### src/rtl/window3x3_gen_if.sv
// Stream interface for window3x3_gen: a pixel input channel and a window
// output channel, each with its own valid/ready handshake.
interface window3x3_gen_if;
  logic       in_valid;
  logic       in_pix;
  logic       in_ready;
  logic       out_valid;
  logic [8:0] out_win;
  logic       out_ready;
  logic       out_last;
  logic       frame_done;

  // Producer/consumer side (drives pixels, accepts windows)
  modport master (
    output in_valid, in_pix, out_ready,
    input  in_ready, out_valid, out_win, out_last, frame_done
  );

  // Window generator side
  modport slave (
    input  in_valid, in_pix, out_ready,
    output in_ready, out_valid, out_win, out_last, frame_done
  );
endinterface

### src/rtl/window3x3_gen.sv
// window3x3_gen: turns a raster-order binary pixel stream into 3x3 windows
// for valid-only (unpadded) convolution. Two IMG_W-deep shift-register line
// buffers supply the two previous rows; a 3x3 window register slides one
// column per accepted pixel; a single output register stage holds each
// window until the consumer takes it.
module window3x3_gen #(
  parameter int IMG_W = 28,
  parameter int IMG_H = 28,
  parameter int CW    = 5,
  parameter int RW    = 5
) (
  input logic            clk,
  input logic            rst_n,
  window3x3_gen_if.slave bus
);

  logic [CW-1:0]    col_r;
  logic [RW-1:0]    row_r;
  logic [IMG_W-1:0] lb0_r;
  logic [IMG_W-1:0] lb1_r;
  logic [8:0]       win_r;
  logic [8:0]       win_next_s;
  logic [8:0]       out_win_r;
  logic             out_valid_r;
  logic             out_last_r;
  logic             frame_done_r;
  logic             in_ready_s;
  logic             accept_s;
  logic             consume_s;
  logic             load_s;
  logic             pix_s;
  logic             col_end_s;
  logic             row_end_s;

  // Single output stage: a pixel may enter whenever the held window is
  // absent or leaving this cycle, so the stream runs without bubbles.
  assign in_ready_s = ~out_valid_r | bus.out_ready;
  assign accept_s   = bus.in_valid & in_ready_s;
  assign consume_s  = out_valid_r & bus.out_ready;
  // Gate the pixel with valid so an undriven pixel never enters the buffers.
  assign pix_s      = bus.in_valid & bus.in_pix;
  assign col_end_s  = (col_r == CW'(IMG_W - 1));
  assign row_end_s  = (row_r == RW'(IMG_H - 1));
  // Only positions with two full rows and two full columns behind them
  // complete a window; the window slides across row wraps but is not emitted.
  assign load_s     = accept_s & (row_r >= RW'(2)) & (col_r >= CW'(2));

  // Raster position of the next pixel to arrive.
  always_ff @(posedge clk or negedge rst_n) begin
    if (!rst_n) begin
      col_r <= {CW{1'b0}};
      row_r <= {RW{1'b0}};
    end else if (accept_s) begin
      if (col_end_s) begin
        col_r <= {CW{1'b0}};
        row_r <= row_end_s ? {RW{1'b0}} : row_r + RW'(1);
      end else begin
        col_r <= col_r + CW'(1);
        row_r <= row_r;
      end
    end else begin
      col_r <= col_r;
      row_r <= row_r;
    end
  end

  // Line buffers: the oldest bit of each is the same column one row earlier.
  always_ff @(posedge clk or negedge rst_n) begin
    if (!rst_n) begin
      lb0_r <= {IMG_W{1'b0}};
      lb1_r <= {IMG_W{1'b0}};
    end else if (accept_s) begin
      lb0_r <= {lb0_r[IMG_W-2:0], pix_s};
      lb1_r <= {lb1_r[IMG_W-2:0], lb0_r[IMG_W-1]};
    end else begin
      lb0_r <= lb0_r;
      lb1_r <= lb1_r;
    end
  end

  // Slide the window one column left; new right column is rows r-2, r-1, r.
  always_comb begin
    win_next_s    = win_r;
    win_next_s[0] = win_r[1];
    win_next_s[1] = win_r[2];
    win_next_s[2] = lb1_r[IMG_W-1];
    win_next_s[3] = win_r[4];
    win_next_s[4] = win_r[5];
    win_next_s[5] = lb0_r[IMG_W-1];
    win_next_s[6] = win_r[7];
    win_next_s[7] = win_r[8];
    win_next_s[8] = pix_s;
  end

  // Window register advances on every accepted pixel.
  always_ff @(posedge clk or negedge rst_n) begin
    if (!rst_n) begin
      win_r <= 9'h000;
    end else if (accept_s) begin
      win_r <= win_next_s;
    end else begin
      win_r <= win_r;
    end
  end

  // Output stage: load a completed window, or drop valid once consumed.
  always_ff @(posedge clk or negedge rst_n) begin
    if (!rst_n) begin
      out_win_r   <= 9'h000;
      out_valid_r <= 1'b0;
      out_last_r  <= 1'b0;
    end else if (load_s) begin
      out_win_r   <= win_next_s;
      out_valid_r <= 1'b1;
      out_last_r  <= row_end_s & col_end_s;
    end else if (consume_s) begin
      out_win_r   <= out_win_r;
      out_valid_r <= 1'b0;
      out_last_r  <= out_last_r;
    end else begin
      out_win_r   <= out_win_r;
      out_valid_r <= out_valid_r;
      out_last_r  <= out_last_r;
    end
  end

  // One-cycle pulse after the final window of a frame has been taken.
  always_ff @(posedge clk or negedge rst_n) begin
    if (!rst_n) begin
      frame_done_r <= 1'b0;
    end else begin
      frame_done_r <= consume_s & out_last_r;
    end
  end

  assign bus.in_ready   = in_ready_s;
  assign bus.out_valid  = out_valid_r;
  assign bus.out_win    = out_win_r;
  assign bus.out_last   = out_last_r;
  assign bus.frame_done = frame_done_r;

endmodule

### src/flat_wrapper.sv
// flat-port wrapper written by rule: the top's interface ports become plain ports
module window3x3_gen_flat 
#(
  parameter int IMG_W = 28,
  parameter int IMG_H = 28,
  parameter int CW    = 5,
  parameter int RW    = 5
)
  (clk, rst_n, bus_in_valid, bus_in_pix, bus_out_ready, bus_in_ready, bus_out_valid, bus_out_win, bus_out_last, bus_frame_done);
  window3x3_gen_if bus_i ();
  input logic clk;
  input logic rst_n;
  input wire logic [$bits(bus_i.in_valid)-1:0] bus_in_valid;
  input wire logic [$bits(bus_i.in_pix)-1:0] bus_in_pix;
  input wire logic [$bits(bus_i.out_ready)-1:0] bus_out_ready;
  output wire logic [$bits(bus_i.in_ready)-1:0] bus_in_ready;
  output wire logic [$bits(bus_i.out_valid)-1:0] bus_out_valid;
  output wire logic [$bits(bus_i.out_win)-1:0] bus_out_win;
  output wire logic [$bits(bus_i.out_last)-1:0] bus_out_last;
  output wire logic [$bits(bus_i.frame_done)-1:0] bus_frame_done;
  assign bus_i.in_valid = bus_in_valid;
  assign bus_i.in_pix = bus_in_pix;
  assign bus_i.out_ready = bus_out_ready;
  assign bus_in_ready = bus_i.in_ready;
  assign bus_out_valid = bus_i.out_valid;
  assign bus_out_win = bus_i.out_win;
  assign bus_out_last = bus_i.out_last;
  assign bus_frame_done = bus_i.frame_done;
  window3x3_gen #(.IMG_W(IMG_W), .IMG_H(IMG_H), .CW(CW), .RW(RW)) u_core (.clk(clk), .rst_n(rst_n), .bus(bus_i));
endmodule
### config.mk
export PLATFORM = sky130hd
export DESIGN_NAME = window3x3_gen_flat
export DESIGN_NICKNAME = d
export VERILOG_FILES = /design/src/rtl/window3x3_gen_if.sv /design/src/rtl/window3x3_gen.sv /design/src/flat_wrapper.sv
export SDC_FILE = /design/constraint.sdc
export NUM_CORES = 1
export LEC_CHECK = 0
export ABC_AREA = 1
export CAP_MARGIN = 30
export CELL_PAD_IN_SITES_DETAIL_PLACEMENT = 0
export CELL_PAD_IN_SITES_GLOBAL_PLACEMENT = 2
export CORE_ASPECT_RATIO = 0.8
export CORE_MARGIN = 5
export CORE_UTILIZATION = 40
export DETAILED_ROUTE_END_ITERATION = 6
export PLACE_DENSITY_LB_ADDON = 0.1
export SLEW_MARGIN = 20
export SYNTH_ARGS = -nofsm -noshare
export SYNTH_HDL_FRONTEND = slang
export SYNTH_SLANG_ARGS = --single-unit
### constraint.sdc
create_clock -name clk -period 2.6 [get_ports clk]
set_clock_uncertainty 0.1 [all_clocks]
set_input_delay 0.26 -clock clk [delete_from_list [all_inputs] [get_ports clk]]
set_output_delay 0.26 -clock clk [all_outputs]
set_load 0.05 [all_outputs]
==> flow_summary.json <==
{
  "pwr-share-clk_pct": 32.0,
  "highest_layer": "met4",
  "cellPowerDensity_nw_per_um2": 961,
  "finalPower_mw": 3.72,
  "avgRoutedWirePerCell_um": 11.4,
  "ant_nets": 0,
  "overflow": 0,
  "root_buffer": "clkbuf_8",
  "via_per_inst": 4.54,
  "synthSimpleGateAreaFrac_pct": 28.4,
  "row_count": 29,
  "p_leak_nw": 2.05,
  "die_width_um": 112,
  "grt_antenna_before_repair": 0,
  "grt_max_degree": 70,
  "timing.hold.ws_ns": 0.348,
  "synth-adder-area-share_pct": 1.51,
  "final_common_cell": "nand2_1",
  "drt_iter0_markers": 103,
  "io_buffer_count": 17,
  "grt_pass1_vias": 2215,
  "worst_pin_slew_ns": 0.561,
  "clkLatencyLatePin_ns": 0.34,
  "first_pass_iters": 4,
  "rsz0062_at_grt": "no",
  "clockBufferDepth": 2,
  "hold_viol": 0,
  "ir_drop_mv": 0.478,
  "p_sw_mw": 1.17,
  "grt_pass1_wl_um": 10300,
  "synth_top_family_by_area": "simple AND/OR/NAND/NOR gates",
  "vias": 2284,
  "fp.dieArea_sq_um": 10200,
  "initial_utilization_pct": 41.5,
  "finalSetupViolCount": 0,
  "fin_ws_ns": 0.516,
  "syn-num-nets": 382,
  "max_cap_viol_count": 0,
  "swShare_pct": 31.4,
  "worstPathArrival_ns": 1.72,
  "mostFrequentLayoutCells": "192 x nand2_1, 80 x dfrtp_1, 19 x inv_1",
  "worstPathRequired_ns": 2.24,
  "cts_tree": "done",
  "dp.cells": 486,
  "critPathLaunchType": "flip-flop",
  "synth_compound_area_share_pct": 4.10,
  "postSynthCellCount": 373,
  "dp_hpwl_um": 3490,
  "synth_mux_area_share_pct": 0,
  "htreeDepth": 3,
  "max_freq_mhz": 480,
  "antennaDiodeCount": 0,
  "die_h_um": 91.5,
  "area_delta_synth_final_pct": 16.6,
  "post_dp_cell_area_sq_um": 3600,
  "setup_tns_ns": 0,
  "cts_setup_buffers": 0,
  "finalMaxSlewViolations": 0,
  "pwr-share-comb_pct": 21.1,
  "period_needed_ns": 2.08,
  "p_int_mw": 2.55,
  "layout.nets": 399,
  "track_usage_pct": 12.3,
  "place_ws_ns": 0.514,
  "numCtsBuffers": 9,
  "worstSetupPathType": "flip-flop to output pin",
  "place.gp.congestion": 0.687,
  "crit_fanout": 4,
  "clk_pin_slew_worst_paths_ns": 0.08,
  "end_kind": "output pin",
  "fin_util_pct": 48.3,
  "routed_wl_um": 5760,
  "synth.distinct_cells": 19,
  "stdcell_count": 503,
  "post-route-period-util_pct": 80.2,
  "ys_warn_count": 0,
  "ios": 18,
  "wl_met2_um": 2460,
  "wl_met1_um": 3010,
  "wl_met3_um": 225,
  "yosysSeqAreaShare_pct": 60.2,
  "ys_seq_elements": 80,
  "layout-drive-gt1-share_pct": 8.10,
  "hp-class": "input pin to async pin",
  "clock-sinks": 80,
  "synthXorXnorAreaFrac_pct": 0.263,
  "pwr-share-seq_pct": 46.8,
  "status": "completed",
  "post-route-cell-area_sq_um": 3870,
  "avgSynthCellArea_sq_um": 8.91,
  "core_area_sq_um": 8020,
  "slew_headroom_pct": 62.6,
  "drc": 0,
  "synth_area_sq_um": 3320
}
## area by class of cell
| class | instances | area (sq um) |
|---|---|---|
| clock inverters | 7 | 144 |
| multi-input cells | 257 | 1150 |
| flip-flops and latches | 80 | 2000 |
| inverters | 19 | 71.3 |
| repair buffers | 23 | 253 |
| well taps | 108 | 135 |
| clock buffers | 9 | 124 |
| fillers | 760 | 4140 |
## metal layers
layer	up-vias	track usage, %
met5	-	0
met4	0	3.44
met3	7	4.72
met2	23	18.1
met1	1056	17.0
li1	1198	-
## sequential cells by signal (all words and copies together) (netlist names)
register               count
u_core.col_r               5
u_core.bus.out_last        1
u_core.bus.out_valid       1
u_core.bus.out_win         9
u_core.win_r               7
u_core.bus.frame_done      1
u_core.lb1_r              25
u_core.row_r               5
u_core.lb0_r              26
## cell usage after synthesis
master      n  area share (%)
nand2_1   192              22
dfrtp_1    80              60
inv_1      19             2.1
o21ai_0    18             2.7
nand4_1    14             2.6
buf_2      12             1.8
nand3_1     9             1.4
nor2_1      8            0.90
buf_6       4             1.4
ha_1        4             1.5
o21ai_2     4             1.1
nand3_2     2            0.60
a21boi_2    1            0.34
buf_4       1            0.23
nand2_2     1            0.19
nand3_4     1            0.53
nor2_4      1            0.34
nor3_1      1            0.15
xor2_1      1            0.26
## final timing paths
check,startpoint,end,slack (ns),cells past startpoint
hold reg to reg,u_core.lb1_r[22],u_core.lb1_r[23],0.37,2
setup / recovery,u_core.bus.out_valid,bus_in_ready,0.52,2
max in group asynchronous,rst_n,u_core.win_r[3],1.46,3
setup reg to reg,u_core.col_r[1],u_core.row_r[4],0.97,6
min in group clk,u_core.lb1_r[22],u_core.lb1_r[23],0.37,2
hold / removal,rst_n,u_core.lb0_r[8],0.35,2
## power by group through the flow
stage	sequential [mW]	combinational (mW)	clock [mW]
global placement	1.77	0.793	0
floorplan	1.81	0.517	0
detailed placement	1.77	0.802	0
finish	1.74	0.787	1.19
global route	1.79	0.911	1.29
CTS	1.74	0.807	1.24
## kinds of logic after synthesis
family / after synthesis
flip-flops: 80
buffers and inverters: 36
XOR/XNOR: 1
AND/OR/NAND/NOR: 229
adder cells (fa/ha/maj): 4
AO/OA/AOI/OAI: 23
## critical path, cell delays in order, from the launching register on
cell             delay, ns
dfrtp_1               0.43
nand2_1               0.14
clkdlybuf4s50_1       0.81
## what timing repair did
action,in CTS,in global routing
resized for setup,0,0
endpoints found under the hold margin,40,0
hold buffers,1,0
Note: power is estimated with default switching activity, not from simulation.
